--- src/rtl/trng_mmio_pkg.sv ---
// Shared definitions for the TRNG MMIO FIFO: register offsets, field positions and bus FSM states.
package trng_mmio_pkg;

   localparam logic [3:0] OFF_DATA   = 4'h0;
   localparam logic [3:0] OFF_STATUS = 4'h4;
   localparam logic [3:0] OFF_CTRL   = 4'h8;

   localparam int unsigned ST_EMPTY     = 0;
   localparam int unsigned ST_FULL      = 1;
   localparam int unsigned ST_OVERFLOW  = 2;
   localparam int unsigned ST_UNDERFLOW = 3;
   localparam int unsigned ST_REP_FAIL  = 4;
   localparam int unsigned ST_COUNT_LSB = 8;

   localparam int unsigned CTRL_ENABLE = 0;
   localparam int unsigned CTRL_CLEAR  = 1;

   typedef enum logic {
      IDLE,
      ACK
   } bus_state_e;

   function automatic logic [31:0] pack_status(input logic       empty,
                                               input logic       full,
                                               input logic       overflow,
                                               input logic       underflow,
                                               input logic       rep_fail,
                                               input logic [7:0] count);
      logic [31:0] s;
      s                             = '0;
      s[ST_EMPTY]                   = empty;
      s[ST_FULL]                    = full;
      s[ST_OVERFLOW]                = overflow;
      s[ST_UNDERFLOW]               = underflow;
      s[ST_REP_FAIL]                = rep_fail;
      s[ST_COUNT_LSB +: 8]          = count;
      return s;
   endfunction

endpackage

--- src/rtl/trng_word_fifo.sv ---
// Synchronous first-word-fall-through FIFO; push is accepted when full only alongside a pop.
module trng_word_fifo #(
   parameter int unsigned DEPTH = 8,
   parameter int unsigned WIDTH = 32
) (
   input  logic                     clk,
   input  logic                     rst,
   input  logic                     clear,
   input  logic                     push,
   input  logic                     pop,
   input  logic [WIDTH-1:0]         din,
   output logic [WIDTH-1:0]         dout,
   output logic                     empty,
   output logic                     full,
   output logic [$clog2(DEPTH):0]   count
);

   localparam int unsigned AddrW = $clog2(DEPTH);
   localparam int unsigned CntW  = AddrW + 1;

   logic [WIDTH-1:0] mem_q [DEPTH];
   logic [AddrW-1:0] wptr_q, wptr_d;
   logic [AddrW-1:0] rptr_q, rptr_d;
   logic [CntW-1:0]  count_q, count_d;
   logic             do_push, do_pop;

   assign empty   = (count_q == '0);
   assign full    = (count_q == CntW'(DEPTH));
   assign count   = count_q;
   assign dout    = mem_q[rptr_q];
   assign do_pop  = pop && !empty;
   assign do_push = push && (!full || do_pop);

   always_comb begin
      wptr_d  = wptr_q;
      rptr_d  = rptr_q;
      count_d = count_q;
      if (clear) begin
         wptr_d  = '0;
         rptr_d  = '0;
         count_d = '0;
      end else begin
         if (do_push) wptr_d = wptr_q + 1'b1;
         if (do_pop)  rptr_d = rptr_q + 1'b1;
         if (do_push && !do_pop)      count_d = count_q + 1'b1;
         else if (do_pop && !do_push) count_d = count_q - 1'b1;
      end
   end

   always_ff @(posedge clk) begin
      if (rst) begin
         wptr_q  <= '0;
         rptr_q  <= '0;
         count_q <= '0;
      end else begin
         wptr_q  <= wptr_d;
         rptr_q  <= rptr_d;
         count_q <= count_d;
      end
   end

   // Storage carries no reset; only the pointers define what is valid.
   always_ff @(posedge clk) begin
      if (do_push && !clear) mem_q[wptr_q] <= din;
   end

endmodule

--- src/rtl/trng_mmio_fifo.sv ---
// Repetition-count screened TRNG word buffer exposed as a PicoRV32 native-bus slave.
module trng_mmio_fifo
   import trng_mmio_pkg::*;
#(
   parameter logic [31:0] BASE_ADDR = 32'h0200_0000,
   parameter int unsigned DEPTH     = 8,
   parameter int unsigned REP_LIMIT = 4
) (
   input  logic        clk,
   input  logic        rst,
   input  logic [31:0] rng_data,
   input  logic        rng_valid,
   input  logic        mem_valid,
   input  logic [31:0] mem_addr,
   input  logic [31:0] mem_wdata,
   input  logic [3:0]  mem_wstrb,
   output logic        mem_ready,
   output logic [31:0] mem_rdata,
   output logic        rng_irq
);

   localparam int unsigned CntW   = $clog2(DEPTH) + 1;
   localparam int unsigned RepW   = $clog2(REP_LIMIT) + 1;
   localparam logic [RepW-1:0] RepMax = RepW'(REP_LIMIT - 1);

   bus_state_e      state_q, state_d;
   logic [31:0]     rdata_q, rdata_d;
   logic            enable_q, enable_d;
   logic            ovf_q, ovf_d;
   logic            udf_q, udf_d;
   logic            rep_fail_q, rep_fail_d;
   logic [RepW-1:0] rep_cnt_q, rep_cnt_d;
   logic [31:0]     prev_word_q, prev_word_d;
   logic            prev_ok_q, prev_ok_d;

   logic            sel, accept, is_write, ctrl_wr, data_rd;
   logic [3:0]      off;
   logic            rng_take, rep_hit, want_push;
   logic            fifo_push, fifo_pop, fifo_clear, fifo_empty, fifo_full;
   logic [31:0]     fifo_dout;
   logic [CntW-1:0] fifo_count;
   logic [31:0]     status_word, ctrl_word;
   logic            unused_bits;

   assign unused_bits = ^{mem_addr[1:0], mem_wdata[31:2]};

   // Offset 0xC inside the 16-byte window is left for another slave.
   assign sel      = (mem_addr[31:4] == BASE_ADDR[31:4]) && (mem_addr[3:2] != 2'b11);
   assign off      = {mem_addr[3:2], 2'b00};
   assign is_write = |mem_wstrb;
   assign accept   = (state_q == IDLE) && mem_valid && sel;
   assign ctrl_wr  = accept && is_write && (off == OFF_CTRL) && mem_wstrb[0];
   assign data_rd  = accept && !is_write && (off == OFF_DATA);

   assign fifo_clear = ctrl_wr && mem_wdata[CTRL_CLEAR];
   assign fifo_pop   = data_rd && !fifo_empty;
   assign rng_take   = rng_valid && enable_q && !fifo_clear;
   assign fifo_push  = want_push && (!fifo_full || fifo_pop);

   trng_word_fifo #(
      .DEPTH (DEPTH),
      .WIDTH (32)
   ) u_fifo (
      .clk   (clk),
      .rst   (rst),
      .clear (fifo_clear),
      .push  (fifo_push),
      .pop   (fifo_pop),
      .din   (rng_data),
      .dout  (fifo_dout),
      .empty (fifo_empty),
      .full  (fifo_full),
      .count (fifo_count)
   );

   // Repetition-count health test; a tripped word is dropped and the counter saturates.
   always_comb begin
      rep_cnt_d   = rep_cnt_q;
      prev_word_d = prev_word_q;
      prev_ok_d   = prev_ok_q;
      rep_hit     = 1'b0;
      want_push   = 1'b0;
      if (fifo_clear) begin
         rep_cnt_d = '0;
      end else if (rng_take) begin
         if (prev_ok_q && (rng_data == prev_word_q)) begin
            rep_cnt_d = (rep_cnt_q == RepMax) ? rep_cnt_q : rep_cnt_q + 1'b1;
         end else begin
            rep_cnt_d = '0;
         end
         prev_word_d = rng_data;
         prev_ok_d   = 1'b1;
         rep_hit     = (rep_cnt_d == RepMax);
         want_push   = !rep_hit;
      end
   end

   always_comb begin
      enable_d   = enable_q;
      ovf_d      = ovf_q;
      udf_d      = udf_q;
      rep_fail_d = rep_fail_q;
      if (ctrl_wr) enable_d = mem_wdata[CTRL_ENABLE];
      if (fifo_clear) begin
         ovf_d      = 1'b0;
         udf_d      = 1'b0;
         rep_fail_d = 1'b0;
      end else begin
         if (want_push && fifo_full && !fifo_pop) ovf_d = 1'b1;
         if (rep_hit)                             rep_fail_d = 1'b1;
         if (data_rd && fifo_empty)               udf_d = 1'b1;
      end
   end

   assign status_word = pack_status(fifo_empty, fifo_full, ovf_q, udf_q, rep_fail_q,
                                    8'(fifo_count));
   assign ctrl_word   = {31'b0, enable_q};

   // Read data is captured at accept and held for the single ACK cycle, zero otherwise.
   always_comb begin
      rdata_d = '0;
      if (accept && !is_write) begin
         case (off)
            OFF_DATA:   rdata_d = fifo_empty ? 32'h0 : fifo_dout;
            OFF_STATUS: rdata_d = status_word;
            OFF_CTRL:   rdata_d = ctrl_word;
            default:    rdata_d = '0;
         endcase
      end
   end

   always_comb begin
      state_d = state_q;
      unique case (state_q)
         IDLE: if (accept) state_d = ACK;
         ACK:  state_d = IDLE;
      endcase
   end

   always_ff @(posedge clk) begin
      if (rst) begin
         state_q     <= IDLE;
         rdata_q     <= '0;
         enable_q    <= 1'b1;
         ovf_q       <= 1'b0;
         udf_q       <= 1'b0;
         rep_fail_q  <= 1'b0;
         rep_cnt_q   <= '0;
         prev_word_q <= '0;
         prev_ok_q   <= 1'b0;
      end else begin
         state_q     <= state_d;
         rdata_q     <= rdata_d;
         enable_q    <= enable_d;
         ovf_q       <= ovf_d;
         udf_q       <= udf_d;
         rep_fail_q  <= rep_fail_d;
         rep_cnt_q   <= rep_cnt_d;
         prev_word_q <= prev_word_d;
         prev_ok_q   <= prev_ok_d;
      end
   end

   assign mem_ready = (state_q == ACK);
   assign mem_rdata = rdata_q;
   assign rng_irq   = !fifo_empty && enable_q;

endmodule

--- config.mk ---
export PLATFORM = sky130hd
export DESIGN_NAME = trng_mmio_fifo
export DESIGN_NICKNAME = d
export VERILOG_FILES = /design/src/rtl/trng_mmio_pkg.sv /design/src/rtl/trng_word_fifo.sv /design/src/rtl/trng_mmio_fifo.sv
export SDC_FILE = /design/constraint.sdc
export NUM_CORES = 1
export LEC_CHECK = 0
export ABC_CLOCK_PERIOD_IN_PS = 6200
export BUFFER_PORTS_ARGS = -buffer_cell sky130_fd_sc_hd__buf_4
export CAP_MARGIN = 20
export CORE_ASPECT_RATIO = 0.5
export CORE_UTILIZATION = 58
export DETAILED_ROUTE_END_ITERATION = 8
export HOLD_SLACK_MARGIN = 0.05
export PLACE_DENSITY = 0.81
export SYNTH_ARGS = -nofsm -noshare
export SYNTH_HDL_FRONTEND = slang
export SYNTH_SLANG_ARGS = --single-unit
--- constraint.sdc ---
create_clock -name clk -period 6.2 [get_ports clk]
set_input_delay 0.31 -clock clk [delete_from_list [all_inputs] [get_ports clk]]
set_output_delay 0.31 -clock clk [all_outputs]
set_load 0.005 [all_outputs]
==> impl_metrics.ini, run 1 <==
[status]
run_status = finished clean

[floorplan]
fp.dieArea_um2 = 23400
rows = 38
ioPinCount = 138
coreArea_um2 = 22000
initial_core_util = 0.600
die_h_um = 109
die_w_um = 215

[clock_network]
clk_pin_slew_ps = 70
ctsHoldBuffers = 32
clk_latency_ps = 550
cts_sinks = 342
cts_resized = 0
cts_tree = yes
clockBufferDepth = 3
ctsHtreeMaxLevel = 1
cts_setup_buffers = 0
cts_root_buf = clkbuf_16
tritoncts.num_buffers = 28

[critical_path]
crit_type = in2reg
cp.required_ps = 6670
crit_end = u_fifo.count[3]
crit_fanout = 11
setup.worst_path.start = rng_data[30]
reg2reg_to = u_fifo.count[3]
ff2ff_setup_slack_ps = 2130
worst-r2r-cell-count = 14
reg2reg_from = prev_word_q[30]
end_kind = flop
cp.arrival_ps = 4690
start_kind = input pin

[cells_and_area]
regArea_um2 = 9420
drive_above_1_share = 0.269
nFillCells = 1341
final_cell_mix = 256 x edfxtp_1, 122 x buf_4, 92 x nor2_1
antenna_cells = 0
post-route-util = 0.710
multiInputGateArea_um2 = 3640
final_common_cell = edfxtp_1
final_nets = 1019
area_growth_pct = 18.4

[timing]
setup-violations-final = 0
tightest_slew_ps = 1090
grt_setup_unrepaired = false
slew_headroom = 0.268
hold_violations = 0
fin_skew_ps = 9.01
slew_viol_final = 0
fin_crit_sh = 0.680
tns_ps = 0
final.setup.worst_slack_ps = 1990
finalCriticalPeriod_ps = 4210
fmax_mhz = 237

[placed_design]
dp_slack_ps = 2120
port_buffers = 105
hpwl_mm = 16.4
gp_routability_congestion = 0.834

[yosys]
syn_area_um2 = 13200
ys_seq_area_frac = 0.712
synthCells = 758
ys_ff_latch = 342
yosysUniqueCellTypes = 50
synth_nets = 869
synth_ff_type = edfxtp_1
ys_warn_count = 0
syn_avg_cell_area_um2 = 17.4
postSynth.asyncResetShare = 0
synth_edf_count = 256

[global_route]
grt_antenna_before_repair = 0
grt_first_pass_wirelength_mm = 42.2
grt_pass1_vias = 7450
grt_use_total = 0.243
grt_max_degree = 40
grt-ovfl-total = 0

[routing]
drtIter0Drc = 531
ant_nets = 0
dr_total_vias = 7213
viasPerCell = 5.86
routedWlPerCell_um = 22.4
finalWirelength_mm = 27.5
dr.pass1.iters = 5
drcViolationCount = 0

[power]
leakagePower_nw = 5.29
irDropWorstVdd_mv = 0.239
power_density_nw_per_um2 = 302
power_mw = 4.73

[worst_hold_path]
hold_class = in2reg

[run]
cap_violations = 0
cell families (layout without fill, tap and decap cells):
logic type,Yosys count,count (layout),share of synthesized area
AOI/OAI and AO/OA,35,35,0.0176
xor gates and xnor gates,34,34,0.0225
adders and majority gates,7,7,0.00720
buffers and inverters,45,217,0.0168
DFF,342,342,0.712
muxes,134,134,0.162
and+or+nand+nor,161,161,0.0617
metrics by stage:
| step | hold slack [ps] | cell area, µm² | std cells |
|---|---|---|---|
| floorplan | 409 | 13200 | 758 |
| global placement | 445 | 14400 | 1146 |
| detailed placement | 453 | 14400 | 1146 |
| CTS | 59.4 | 15600 | 1230 |
| global route | 61.7 | 15600 | 1230 |
| finish | 85.7 | 15600 | 1230 |
synth_stat cells, types with 3 or more instances:
library cell	number	area (µm²)
a21oi_1	13	65.1
buf_1	3	11.3
buf_2	11	55.1
buf_6	5	56.3
clkbuf_1	16	60.1
dfxtp_1	86	1720
edfxtp_1	256	7690
ha_1	6	75.1
inv_1	8	30.0
mux2i_1	70	701
mux4_2	64	1440
nand2_1	11	41.3
nand3_1	4	20.0
nand4_1	12	75.1
nor2_1	92	345
nor2b_1	6	37.5
nor3_1	7	35.0
nor4_1	8	50.1
nor4_2	5	62.6
nor4b_2	4	60.1
o21a_1	3	22.5
o21ai_0	4	20.0
xnor2_1	32	280
report_power, final:
group / internal, mW / switching [mW] / total [mW]
Clock: 0.961 / 0.777 / 1.74
Sequential: 2.56 / 0.0479 / 2.61
Combinational: 0.170 / 0.212 / 0.382
Total: 3.69 / 1.04 / 4.73
worst min path at each step:
stage / startpoint / end / slack, ps / depth (start not counted)
2_1_floorplan: rng_data[0] / u_fifo.mem_q[0][0] / 410 / 0
3_3_place_gp: prev_ok_q / prev_ok_q / 440 / 2
3_5_place_dp: prev_ok_q / prev_ok_q / 450 / 2
4_1_cts: rng_data[0] / u_fifo.mem_q[5][0] / 60 / 1
5_1_grt: rng_data[0] / u_fifo.mem_q[4][0] / 60 / 1
6_report: rng_data[0] / u_fifo.mem_q[4][0] / 90 / 1
registers in the layout, indices dropped and copies added (netlist names), named ones only:
name           flops
mem_rdata         32
ovf_q              1
udf_q              1
u_fifo.mem_q     256
prev_ok_q          1
u_fifo.wptr_q      3
u_fifo.rptr_q      3
u_fifo.count       4
mem_ready          1
enable_q           1
prev_word_q       32
rep_cnt_q          3
rep_fail_q         1
critical path, cell delays in order:
cell and delay (ps):
dlygate4sd3_1 540, buf_4 170, xnor2_1 350, nand4_1 220, nor4_1 500, nand4_1 300, nand3_1 700, inv_2 50
ha_1 240, inv_1 130, ha_1 240, a21o_1 180, a21oi_1 210, xnor2_1 100, or3_1 310, a21oi_1 140
final cells by class:
| type | count | area share |
|---|---|---|
| clock buffers | 40 | 0.0497 |
| repair buffers | 156 | 0.0816 |
| well taps | 300 | 0.0240 |
| multi-input cells | 371 | 0.233 |
| inverters | 9 | 0.00216 |
| flip-flops and latches | 342 | 0.602 |
| clock inverters | 12 | 0.00768 |
routing by layer:
| layer | track usage | share of wire |
|---|---|---|
| met1 | 0.353 | 0.44 |
| met2 | 0.391 | 0.48 |
| met3 | 0.0416 | 0.063 |
| met4 | 0.0562 | 0.018 |
| met5 | 0 | 0 |
(Power assumes the default switching activity.)
==> run 2: changes to the inputs <==
--- a/config.mk
+++ b/config.mk
@@ -5,14 +5,14 @@
 export SDC_FILE = /design/constraint.sdc
 export NUM_CORES = 1
 export LEC_CHECK = 0
-export ABC_CLOCK_PERIOD_IN_PS = 6200
+export ABC_CLOCK_PERIOD_IN_PS = 3700
 export BUFFER_PORTS_ARGS = -buffer_cell sky130_fd_sc_hd__buf_4
 export CAP_MARGIN = 20
 export CORE_ASPECT_RATIO = 0.5
-export CORE_UTILIZATION = 58
+export CORE_UTILIZATION = 53
 export DETAILED_ROUTE_END_ITERATION = 8
 export HOLD_SLACK_MARGIN = 0.05
-export PLACE_DENSITY = 0.81
+export PLACE_DENSITY = 0.78
 export SYNTH_ARGS = -nofsm -noshare
 export SYNTH_HDL_FRONTEND = slang
 export SYNTH_SLANG_ARGS = --single-unit
==> constraint.sdc (replaced) <==
create_clock -name clk -period 3.7 [get_ports clk]
set_input_delay 0.185 -clock clk [delete_from_list [all_inputs] [get_ports clk]]
set_output_delay 0.185 -clock clk [all_outputs]
set_load 0.005 [all_outputs]
==> impl_metrics.ini, run 2 (synthesis results as in run 1) <==
[timing]
slew_headroom = 0.430
hold_violations = 0
fin_crit_sh = 0.928
grt_setup_unrepaired = false
fin_skew_ps = 6.99
tightest_slew_ps = 850
fmax_mhz = 291
setup-violations-final = 0
hold_ws_ps = 65.0
tns_ps = 0
slew_viol_final = 0
finalCriticalPeriod_ps = 3430
final.setup.worst_slack_ps = 266

[cells_and_area]
top_register = u_fifo.mem_q
final_nets = 1032
antenna_cells = 0
drive_above_1_share = 0.279
regArea_um2 = 9420
largest_reg_flops = 256
area_growth_pct = 19.6
multiInputGateArea_um2 = 3660
final_cell_mix = 256 x edfxtp_1, 129 x buf_4, 92 x nor2_1
finalNonFillerCells = 1278
final_common_cell = edfxtp_1
nFillCells = 1685
post-route-util = 0.652

[routing]
viasPerCell = 5.69
drtIter0Drc = 831
routedWlPerCell_um = 21.5
drcViolationCount = 0
ant_nets = 0
finalWirelength_mm = 27.4
dr_total_vias = 7274
dr.pass1.iters = 5

[critical_path]
worst-r2r-cell-count = 14
start_kind = input pin
reg2reg_from = prev_word_q[24]
worst_path_largest_cell_delay_ps = 540
ff2ff_setup_slack_ps = 290
cp_slowest_cell = dlygate4sd3_1
crit_family = simple AND/OR/NAND/NOR gates
reg2reg_to = u_fifo.count[3]
crit_buf_inv = 4
path_depth = 16
crit_fanout = 10
crit_path_cell_trace = dlygate4sd3_1 > buf_4 > xnor2_1 > nand4_1 > a211oi_1 > nand4_1 > nand3_1 > inv_2 > ha_1 > inv_1 > ha_1 > a21o_1 > a21oi_1 > xnor2_1 > or3_1 > a21oi_1
cp.arrival_ps = 3890
end_kind = flop
cp.required_ps = 4160
crit_type = in2reg

[worst_hold_path]
hp-start = rst
hold_class = in2reg
holdPathEnd = mem_ready
hold_path_depth = 2

[placed_design]
port_buffers = 105
dp_cells = 1188
gp_routability_congestion = 0.807
hpwl_mm = 16.2
dp_slack_ps = 264

[global_route]
grt_antenna_before_repair = 0
grt-ovfl-total = 0
grt_pass1_vias = 7465
use_met1 = 0.319
gr-max-usage-layer = met2
grt_util_met3 = 0.0330
grt_first_pass_wirelength_mm = 42.0
grtUsageMet2 = 0.346
grt_max_degree = 43
grt_use_total = 0.218

[clock_network]
ctsHtreeMaxLevel = 1
cts_root_buf = clkbuf_16
tritoncts.num_buffers = 29
clk_latency_ps = 540
cts_setup_buffers = 0
clockBufferDepth = 3
cts_sinks = 342
clk_pin_slew_ps = 70
cts_tree = yes

[status]
run_status = finished clean

[floorplan]
coreArea_um2 = 24200
die_h_um = 114
fp.dieArea_um2 = 25600
ioPinCount = 138
rows = 40
initial_core_util = 0.546
die_w_um = 225

[run]
cap_violations = 0

[power]
power_density_nw_per_um2 = 499
irDropWorstVdd_mv = 0.257
leakagePower_nw = 5.37
run 2: cell count changes in the layout (fill, tap and decap cells not counted), moves of 2 or more:
cell           change
clkbuf_1           -8
buf_4              +7
clkbuf_8           +6
dlygate4sd3_1      +6
clkinv_2           +3
bufinv_16          -2
clkinv_1           +2
run 2: stage by stage:
stage          cell area, µm²  power [mW]
2_1_floorplan           13200        4.78
3_3_place_gp            14500        5.01
3_5_place_dp            14500        5.05
4_1_cts                 15800        7.91
5_1_grt                 15800        8.12
6_report                15800        7.88
run 2: where the power goes:
group | leakage [nW] | switching [mW] | internal (mW)
logic | 1.89 | 0.344 | 0.289
clock network | 0.450 | 1.30 | 1.57
registers | 3.03 | 0.0830 | 4.29
total | 5.37 | 1.73 | 6.15
run 2: how the worst max path moves through the flow:
| stage | startpoint | end | slack, ps |
|---|---|---|---|
| final | rng_data[24] | u_fifo.count[3] | 270 |
| after detailed placement | rng_data[27] | u_fifo.count[3] | 260 |
| after global placement | rng_data[27] | u_fifo.count[3] | 420 |
| after CTS | rng_data[27] | u_fifo.count[3] | 230 |
| after global routing | rng_data[24] | u_fifo.count[3] | 100 |
| after floorplan | mem_ready | u_fifo.mem_q[3][0] | -570 |
run 2: layout make-up:
| type | instances | share of cell area |
|---|---|---|
| Clock inverter | 14 | 0.00475 |
| Clock buffer | 38 | 0.0525 |
| Tap cell | 336 | 0.0266 |
| Sequential cell | 342 | 0.596 |
| Multi-Input combinational cell | 371 | 0.231 |
| Timing Repair Buffer | 168 | 0.0866 |
| Inverter | 9 | 0.00214 |
run 2: what timing repair did:
| item | CTS | global route |
|---|---|---|
| hold buffers | 38 | 0 |
| resized for setup | 0 | 1 |
| endpoints found under the setup margin | 0 | 1 |
| endpoints found under the hold margin | 297 | 0 |
run 2: metal layers:
| metal | vias to the layer above | wire length, µm |
|---|---|---|
| li1 | 3250 | - |
| met1 | 3714 | 12000 |
| met2 | 263 | 13000 |
| met3 | 47 | 1880 |
| met4 | 0 | 536 |
| met5 | - | 0 |
run 2: worst reg2reg max path: stages (launching register included):
cell and delay, ps:
dfxtp_1 320, xnor2_1 430, nand4_1 270, a211oi_1 340
nand4_1 250, nand3_1 210, inv_2 40, ha_1 210
inv_1 120, ha_1 240, a21o_1 170, a21oi_1 160
xnor2_1 90, or3_1 310, a21oi_1 160
==> run 3: changes to the inputs <==
--- a/config.mk
+++ b/config.mk
@@ -5,14 +5,15 @@
 export SDC_FILE = /design/constraint.sdc
 export NUM_CORES = 1
 export LEC_CHECK = 0
-export ABC_CLOCK_PERIOD_IN_PS = 3700
+export ABC_CLOCK_PERIOD_IN_PS = 4200
 export BUFFER_PORTS_ARGS = -buffer_cell sky130_fd_sc_hd__buf_4
 export CAP_MARGIN = 20
 export CORE_ASPECT_RATIO = 0.5
-export CORE_UTILIZATION = 53
+export CORE_UTILIZATION = 60
 export DETAILED_ROUTE_END_ITERATION = 8
 export HOLD_SLACK_MARGIN = 0.05
-export PLACE_DENSITY = 0.78
+export PLACE_DENSITY = 0.81
 export SYNTH_ARGS = -nofsm -noshare
 export SYNTH_HDL_FRONTEND = slang
+export SYNTH_HIERARCHICAL = 1
 export SYNTH_SLANG_ARGS = --single-unit
==> constraint.sdc (replaced) <==
create_clock -name clk -period 4.2 [get_ports clk]
set_input_delay 0.21 -clock clk [delete_from_list [all_inputs] [get_ports clk]]
set_output_delay 0.21 -clock clk [all_outputs]
set_load 0.005 [all_outputs]
==> impl_metrics.ini, run 3 <==
[cells_and_area]
regArea_um2 = 9410
area_growth_pct = 19.4
nFillCells = 1260
final_area_um2 = 15900
final_cell_mix = 256 x edfxtp_1, 120 x buf_4, 84 x dfxtp_1
antenna_cells = 0
largest_reg_flops = 256
drive_above_1_share = 0.310
final_common_cell = edfxtp_1
post-route-util = 0.732
top_register = u_fifo/mem_q
final_nets = 1017
multiInputGateArea_um2 = 3700

[floorplan]
ioPinCount = 138
coreArea_um2 = 21700
die_h_um = 107
rows = 38
initial_core_util = 0.613
fp.dieArea_um2 = 22800
die_w_um = 213

[clock_network]
ctsHtreeMaxLevel = 1
clk_pin_slew_ps = 70
clk_latency_ps = 540
cts_sinks = 342
cts_root_buf = clkbuf_16
tritoncts.num_buffers = 28
cts_setup_buffers = 0
clockBufferDepth = 3
cts_tree = yes

[routing]
viasPerCell = 5.92
ant_nets = 0
routedWlPerCell_um = 22.2
dr.pass1.iters = 5
drtIter0Drc = 622
finalWirelength_mm = 27.3
dr_total_vias = 7265
drcViolationCount = 0

[timing]
fin_skew_ps = 8.18
final.setup.worst_slack_ps = 350
fin_crit_sh = 0.917
finalCriticalPeriod_ps = 3850
grt_setup_unrepaired = false
fmax_mhz = 260
setup-violations-final = 0
hold_violations = 0
slew_viol_final = 0
slew_headroom = 0.217
tightest_slew_ps = 1170

[yosys]
ys_warn_count = 6
synth_nets = 858
synthTopCellsByArea = edfxtp_1 58%, dfxtp_1 13%, mux4_2 11%, mux2_2 2.7%, mux2i_1 2.6%
syn_area_um2 = 13300
synth_top_area_cell = edfxtp_1
syn_avg_cell_area_um2 = 17.8
postSynth.asyncResetShare = 0
synth_top_area_frac = 0.578
synth_edf_count = 256
synthCells = 747
yosysUniqueCellTypes = 49
synthTopCellsByCount = 256 x edfxtp_1, 86 x dfxtp_1, 69 x nor2_1
ys_seq_area_frac = 0.708
synth_ff_type = edfxtp_1
synth_most_common_cell = edfxtp_1
ys_ff_latch = 342

[critical_path]
cp.required_ps = 4420
ff2ff_setup_slack_ps = 450
reg2reg_to = u_fifo/count[3]
reg2reg_from = prev_word_q[29]
setup.worst_path.start = mem_addr[12]
end_kind = flop
worst-r2r-cell-count = 16
crit_fanout = 19
start_kind = input pin
cp.arrival_ps = 4070
crit_type = in2reg

[placed_design]
port_buffers = 105
gp_routability_congestion = 0.773
dp_slack_ps = 587
hpwl_mm = 15.5
dpl_cell_area_um2 = 14500

[worst_hold_path]
hold_path_depth = 4
holdPathEnd = udf_q
hp-start = mem_wstrb[2]
hold_class = in2reg

[global_route]
grt_pass1_vias = 7455
grt-ovfl-total = 0
grt_use_total = 0.249
grt_max_degree = 40
grt_antenna_before_repair = 0
grt_first_pass_wirelength_mm = 42.0

[power]
power_density_nw_per_um2 = 479
irDropWorstVdd_mv = 0.283
leakagePower_nw = 5.58

[status]
run_status = finished clean

[run]
cap_violations = 0
## run 3: layer usage
metal  part of all wire  global-route usage
met1               0.42               0.358
met2               0.50               0.416
met3              0.069              0.0362
met4              0.011              0.0406
met5                  0                   0
## run 3: how the worst max path moves through the flow
stage	end	depth (start not counted)	slack, ps
floorplan	u_fifo/mem_q[1][0]	7	-720
global placement	u_fifo/mem_q[7][25]	10	660
detailed placement	u_fifo/mem_q[7][25]	10	590
CTS	u_fifo/mem_q[7][4]	13	380
global route	u_fifo/mem_q[7][4]	13	190
finish	u_fifo/mem_q[7][25]	13	350
## run 3: report_power, final
group	switching, mW	leakage, nW	internal (mW)
registers	0.104	3.02	3.89
logic	0.474	2.07	0.383
clock network	1.15	0.489	1.61
total	1.73	5.58	5.88
## run 3: layout make-up
| type | count | area share |
|---|---|---|
| sequential | 342 | 0.593 |
| multi-input combinational | 363 | 0.233 |
| timing repair buffer | 162 | 0.0851 |
| clock buffer | 41 | 0.0542 |
| tap | 300 | 0.0236 |
| clock inverter | 11 | 0.00843 |
| inverter | 9 | 0.00213 |
## run 3: critical path, cell delays in order
cell and delay, ps:
dlygate4sd3_1 550, buf_4 130, nor4_1 140, dlygate4sd3_1 570, nand4_1 120, nor4_1 380, nand2b_1 170, and3_1 220
o21ai_4 130, inv_2 110, nand2_1 230, nor2_4 650, buf_4 410
## run 3: cells by family after synthesis
family	share of synthesized area
AOI/OAI and AO/OA	0.0200
xor gates and xnor gates	0.0250
adders and majority gates	0.00715
buffers and inverters	0.0199
DFF	0.708
muxes	0.161
and+or+nand+nor	0.0591
## run 3: metrics by stage
step	cells	total power, mW	hold slack (ps)	setup TNS (ps)
2_1_floorplan	747	4.55	309	-80790
5_1_grt	1228	7.86	88.3	0
6_report	1228	7.60	93.3	0
3_5_place_dp	1137	4.88	446	0
3_3_place_gp	1137	4.83	440	0
4_1_cts	1228	7.64	75.7	0
## run 3: repair_timing
action                    CTS  global route
hold buffers               39             0
resized for setup           0             0
hold endpoints to repair  288             0
